<file path="config.mk">
export PLATFORM = sky130hd
export DESIGN_NAME = control_unit_flat
export DESIGN_NICKNAME = d
export VERILOG_FILES = /design/src/rtl/control_unit_if.sv /design/src/rtl/control_unit.sv /design/src/flat_wrapper.sv
export SDC_FILE = /design/constraint.sdc
export NUM_CORES = 1
export LEC_CHECK = 0
export ABC_AREA = 0
export ABC_CLOCK_PERIOD_IN_PS = 4800
export CORE_MARGIN = 2
export CORE_UTILIZATION = 49
export CTS_CLUSTER_DIAMETER = 80
export CTS_CLUSTER_SIZE = 24
export DETAILED_ROUTE_END_ITERATION = 16
export PLACE_DENSITY = 0.91
export SKIP_CTS_REPAIR_TIMING = 1
export SLEW_MARGIN = 10
export SYNTH_ARGS = -nofsm -noshare
export SYNTH_HDL_FRONTEND = slang
export SYNTH_SLANG_ARGS = --single-unit
</file>
<file path="constraint.sdc">
create_clock -name Clock -period 4.8 [get_ports Clock]
set_clock_uncertainty 0.1 [all_clocks]
set_input_delay 0.48 -clock Clock [delete_from_list [all_inputs] [get_ports Clock]]
set_output_delay 0.48 -clock Clock [all_outputs]
set_load 0.02 [all_outputs]
</file>
<file path="src/rtl/control_unit_if.sv">
// Bus between the control unit and its instruction ROM / datapath.
// The control unit connects through the master modport and the datapath side through the slave modport.
interface control_unit_if #(
   parameter int PC_W = 7,
   parameter int DA_W = 8,
   parameter int RA_W = 4
);
   logic [15:0]     InstrData;
   logic [PC_W-1:0] PC_Addr;
   logic [DA_W-1:0] D_Addr;
   logic            D_Wr;
   logic            RF_s;
   logic [RA_W-1:0] RF_W_Addr;
   logic            RF_W_en;
   logic [RA_W-1:0] RF_Ra_Addr;
   logic [RA_W-1:0] RF_Rb_Addr;
   logic [2:0]      ALU_s0;
   logic [3:0]      OutState;

   modport master (
      input  InstrData,
      output PC_Addr, D_Addr, D_Wr, RF_s, RF_W_Addr, RF_W_en,
             RF_Ra_Addr, RF_Rb_Addr, ALU_s0, OutState
   );

   modport slave (
      output InstrData,
      input  PC_Addr, D_Addr, D_Wr, RF_s, RF_W_Addr, RF_W_en,
             RF_Ra_Addr, RF_Rb_Addr, ALU_s0, OutState
   );
endinterface

</file>
<file path="src/rtl/control_unit.sv">
// Moore FSM sequencing fetch/decode/execute for a 16-bit instruction set.
// All datapath controls are decoded from the current state and the instruction register.
module control_unit #(
   parameter int PC_W = 7,
   parameter int DA_W = 8,
   parameter int RA_W = 4
) (
   input  logic          Clock,
   input  logic          Reset,
   control_unit_if.master bus
);

   typedef enum logic [3:0] {
      S_INIT   = 4'd0,
      S_FETCH  = 4'd1,
      S_DECODE = 4'd2,
      S_NOOP   = 4'd3,
      S_LOAD_A = 4'd4,
      S_LOAD_B = 4'd5,
      S_STORE  = 4'd6,
      S_ALU    = 4'd7,
      S_HALT   = 4'd8
   } state_e;

   state_e          state_q, state_d;
   logic [PC_W-1:0] pc_q, pc_d;
   logic [15:0]     ir_q, ir_d;

   function automatic state_e decode_op(input logic [3:0] op);
      case (op)
         4'h1:                             return S_STORE;
         4'h2:                             return S_LOAD_A;
         4'h3, 4'h4, 4'h5, 4'h6, 4'h7, 4'h8: return S_ALU;
         4'hF:                             return S_HALT;
         default:                          return S_NOOP;
      endcase
   endfunction

   // Opcode to ALU Sel: arithmetic/logic ops skip the A-pass code 3, INC uses A+1.
   function automatic logic [2:0] alu_sel(input logic [3:0] op);
      case (op)
         4'h3:    return 3'd1;
         4'h4:    return 3'd2;
         4'h5:    return 3'd4;
         4'h6:    return 3'd5;
         4'h7:    return 3'd6;
         4'h8:    return 3'd7;
         default: return 3'd0;
      endcase
   endfunction

   always_ff @(posedge Clock) begin
      if (Reset) begin
         state_q <= S_INIT;
         pc_q    <= '0;
         ir_q    <= '0;
      end else begin
         state_q <= state_d;
         pc_q    <= pc_d;
         ir_q    <= ir_d;
      end
   end

   always_comb begin
      state_d = state_q;
      pc_d    = pc_q;
      ir_d    = ir_q;
      case (state_q)
         S_INIT:   state_d = S_FETCH;
         S_FETCH: begin
            state_d = S_DECODE;
            ir_d    = bus.InstrData;
            pc_d    = pc_q + PC_W'(1);
         end
         S_DECODE: state_d = decode_op(ir_q[15:12]);
         S_LOAD_A: state_d = S_LOAD_B;
         S_NOOP, S_LOAD_B, S_STORE, S_ALU: state_d = S_FETCH;
         S_HALT:   state_d = S_HALT;
         default:  state_d = S_INIT;
      endcase
   end

   assign bus.PC_Addr  = pc_q;
   assign bus.OutState = state_q;

   always_comb begin
      bus.D_Addr     = '0;
      bus.D_Wr       = 1'b0;
      bus.RF_s       = 1'b0;
      bus.RF_W_Addr  = '0;
      bus.RF_W_en    = 1'b0;
      bus.RF_Ra_Addr = '0;
      bus.RF_Rb_Addr = '0;
      bus.ALU_s0     = 3'd0;
      case (state_q)
         S_LOAD_A: begin
            bus.D_Addr = ir_q[DA_W-1:0];
            bus.RF_s   = 1'b1;
         end
         S_LOAD_B: begin
            bus.D_Addr    = ir_q[DA_W-1:0];
            bus.RF_s      = 1'b1;
            bus.RF_W_Addr = ir_q[8 +: RA_W];
            bus.RF_W_en   = 1'b1;
         end
         S_STORE: begin
            bus.D_Addr     = ir_q[DA_W-1:0];
            bus.RF_Ra_Addr = ir_q[8 +: RA_W];
            bus.D_Wr       = 1'b1;
         end
         S_ALU: begin
            bus.RF_Ra_Addr = ir_q[8 +: RA_W];
            bus.RF_Rb_Addr = ir_q[4 +: RA_W];
            bus.RF_W_Addr  = ir_q[0 +: RA_W];
            bus.RF_W_en    = 1'b1;
            bus.ALU_s0     = alu_sel(ir_q[15:12]);
         end
         default: ;
      endcase
   end

endmodule

</file>
<file path="src/flat_wrapper.sv">
// flat-port wrapper written by rule: the top's interface ports become plain ports
module control_unit_flat 
#(
   parameter int PC_W = 7,
   parameter int DA_W = 8,
   parameter int RA_W = 4
)
  (Clock, Reset, bus_InstrData, bus_PC_Addr, bus_D_Addr, bus_D_Wr, bus_RF_s, bus_RF_W_Addr, bus_RF_W_en, bus_RF_Ra_Addr, bus_RF_Rb_Addr, bus_ALU_s0, bus_OutState);
  control_unit_if #(.PC_W(PC_W), .DA_W(DA_W), .RA_W(RA_W)) bus_i ();
  input  logic Clock;
  input  logic Reset;
  input wire logic [$bits(bus_i.InstrData)-1:0] bus_InstrData;
  output wire logic [$bits(bus_i.PC_Addr)-1:0] bus_PC_Addr;
  output wire logic [$bits(bus_i.D_Addr)-1:0] bus_D_Addr;
  output wire logic [$bits(bus_i.D_Wr)-1:0] bus_D_Wr;
  output wire logic [$bits(bus_i.RF_s)-1:0] bus_RF_s;
  output wire logic [$bits(bus_i.RF_W_Addr)-1:0] bus_RF_W_Addr;
  output wire logic [$bits(bus_i.RF_W_en)-1:0] bus_RF_W_en;
  output wire logic [$bits(bus_i.RF_Ra_Addr)-1:0] bus_RF_Ra_Addr;
  output wire logic [$bits(bus_i.RF_Rb_Addr)-1:0] bus_RF_Rb_Addr;
  output wire logic [$bits(bus_i.ALU_s0)-1:0] bus_ALU_s0;
  output wire logic [$bits(bus_i.OutState)-1:0] bus_OutState;
  assign bus_i.InstrData = bus_InstrData;
  assign bus_PC_Addr = bus_i.PC_Addr;
  assign bus_D_Addr = bus_i.D_Addr;
  assign bus_D_Wr = bus_i.D_Wr;
  assign bus_RF_s = bus_i.RF_s;
  assign bus_RF_W_Addr = bus_i.RF_W_Addr;
  assign bus_RF_W_en = bus_i.RF_W_en;
  assign bus_RF_Ra_Addr = bus_i.RF_Ra_Addr;
  assign bus_RF_Rb_Addr = bus_i.RF_Rb_Addr;
  assign bus_ALU_s0 = bus_i.ALU_s0;
  assign bus_OutState = bus_i.OutState;
  control_unit #(.PC_W(PC_W), .DA_W(DA_W), .RA_W(RA_W)) u_core (.Clock(Clock), .Reset(Reset), .bus(bus_i));
endmodule
</file>
==> impl_metrics.json <==
{
  "status": "finished, final reports clean",
  "grtUsageTotal_pct": 21.4,
  "synth_fp_nets": 225,
  "cts_made_buffers": 5,
  "synth_top_area_share_pct": 37.8,
  "worstPathRequired_ns": 4.22,
  "cts_sinks": 31,
  "cp-start-kind": "register",
  "start_util_pct": 50.0,
  "clock_latency_ns": 0.33,
  "timing.final.crit_period_ns": 3.01,
  "dp_slack_ns": 2.02,
  "core-area_um2": 3280,
  "rsz0062_at_grt": "false",
  "ant_nets": 0,
  "num_vias": 1611,
  "grt_pass1_wl_um": 5950,
  "synth_common_cells": "nand2_1, dfxtp_1, a21oi_1",
  "final-setup-viol-count": 0,
  "avgSynthCellArea_um2": 8.09,
  "yosys.area.top_type": "dfxtp_1",
  "rows": 21,
  "critPathKind": "register to output port",
  "reg2reg_slack_ns": 1.99,
  "dr.pass1.iters": 4,
  "post-dp-hpwl_um": 2740,
  "fin_ws_ns": 1.79,
  "dp.cells": 289,
  "layout_worst_path_cycle_share_pct": 62.8,
  "dr.first_iter.drc_count": 56,
  "drive_gt1_share_pct": 5.58,
  "wl_um": 3890,
  "holdWs_ns": 0.369,
  "place_area_um2": 2190,
  "n_antenna_cell": 0,
  "grt_max_degree": 41,
  "htreeDepth": 2,
  "yosys-top-cells-area": "dfxtp_1, nand2_1, a21oi_1",
  "finish.utilization_pct": 68.8,
  "fp.dieW_um": 61.9,
  "ios": 55,
  "max_freq_ghz": 0.332,
  "cap_violations": 0,
  "yosys_warnings": 0,
  "hold_path.class": "register to register",
  "yosysMostFrequentCell": "nand2_1",
  "tightest_slew_ns": 0.812,
  "area_growth_pct": 37.6,
  "worstPathArrival_ns": 2.43,
  "wire_per_inst_um": 13.1,
  "ys_seq_elements": 31,
  "cp_max_fo": 17,
  "tns_ns": 0,
  "gp_congestion": 0.866,
  "clk_pin_slew_ns": 0.09,
  "clockBufferDepth": 2,
  "first_global_vias": 1348,
  "drcViolationCount": 0,
  "synth_cell_types": 38,
  "relSlewSlack_pct": 45.9,
  "cts_root_buf": "clkbuf_4",
  "antenna_found_initial": 0,
  "powerDensity_nw_per_um2": 268,
  "power.total_mw": 0.606,
  "ys_async_sr_fraction_pct": 0,
  "finalInstanceArea_um2": 2260,
  "peakVddDrop_uv": 217,
  "die_h_um": 61.9,
  "nNetsFinal": 272,
  "synth_flop_cell": "dfxtp_1",
  "slew_violations": 0,
  "hold_violations": 0,
  "syn-cell-area_um2": 1640,
  "synth-edff-count": 0,
  "instances_no_fill": 297,
  "via_per_inst": 5.42,
  "ys_seq_area_share_pct": 37.8,
  "syn_inst": 203,
  "io_buffer_count": 54,
  "cts_tree": "done",
  "end_kind": "output port",
  "p_leak_nw": 0.815,
  "grt_overflow": 0,
  "design.die.area_um2": 3830
}
power by group:
group	internal, mW	switching, mW
sequential	0.279	0.0266
clock	0.0861	0.0888
combinational	0.0607	0.0649
per-layer routing:
metal / up-vias / routed length (um) / share of wire (%) / GRT usage [%]
met5: - / 0 / 0 / 0
met4: 0 / 69 / 1.8 / 8.21
met3: 8 / 213 / 5.5 / 6.42
met2: 58 / 1920 / 49 / 37.4
met1: 745 / 1680 / 43 / 24.4
li1: 800 / - / - / -
worst max-delay path, cell delays in order (launching register included):
cell and delay [ns]:
dfxtp_1 0.75, and3b_1 0.45, nand2_1 0.15, a21oi_1 0.14, clkdlybuf4s50_1 0.62
path summary, 6_finish.rpt:
check | from | depth (start not counted) | end
worst max-delay path | u_core.bus.OutState[1] | 4 | bus_ALU_s0[2]
worst min-delay path | u_core.ir_q[9] | 2 | u_core.ir_q[9]
worst max register to register | u_core.bus.OutState[1] | 7 | register
worst min register to register | u_core.ir_q[9] | 2 | u_core.ir_q[9]
cell usage in the layout, fill, tap and decap left out, types with 2 or more instances in the layout:
cell             instances
o31ai_1                  3
nor3_1                   2
nor2_1                   7
xnor2_1                  2
nand4_1                  3
a21oi_1                 27
and3_1                   4
buf_4                    2
nor4bb_1                 2
o21bai_1                 2
mux2_2                   3
nand2_1                 40
and2_1                  12
ha_1                     4
clkbuf_4                 5
nand3_1                  2
mux2i_1                  8
clkbuf_8                 2
nand3b_1                 4
a22oi_1                  2
dfxtp_1                 31
clkdlybuf4s50_1         54
inv_1                    2
a21o_1                   3
nor2b_1                  5
nand2b_1                 5
or4_1                    3
a2111oi_0                2
cell type report:
| class | instances | area [um2] |
|---|---|---|
| fillers | 265 | 1030 |
| multi-input cells | 154 | 948 |
| flip-flops and latches | 31 | 621 |
| repair buffers | 56 | 556 |
| clock buffers | 8 | 68.8 |
| well taps | 46 | 57.6 |
| inverters | 2 | 7.51 |
cell families (layout without fill, tap and decap cells):
kind of cell               Yosys count  after routing  synth area share (%)
AOI/OAI and AO/OA                   42             42                  15.2
DFF                                 31             31                  37.8
adders and majority gates            4              4                  3.05
and+or+nand+nor                     94             94                  30.4
xor gates and xnor gates             3              3                  1.60
buffers and inverters               18             66                  4.95
muxes                               11             11                  6.94
Power figures use the tool's default switching activity.
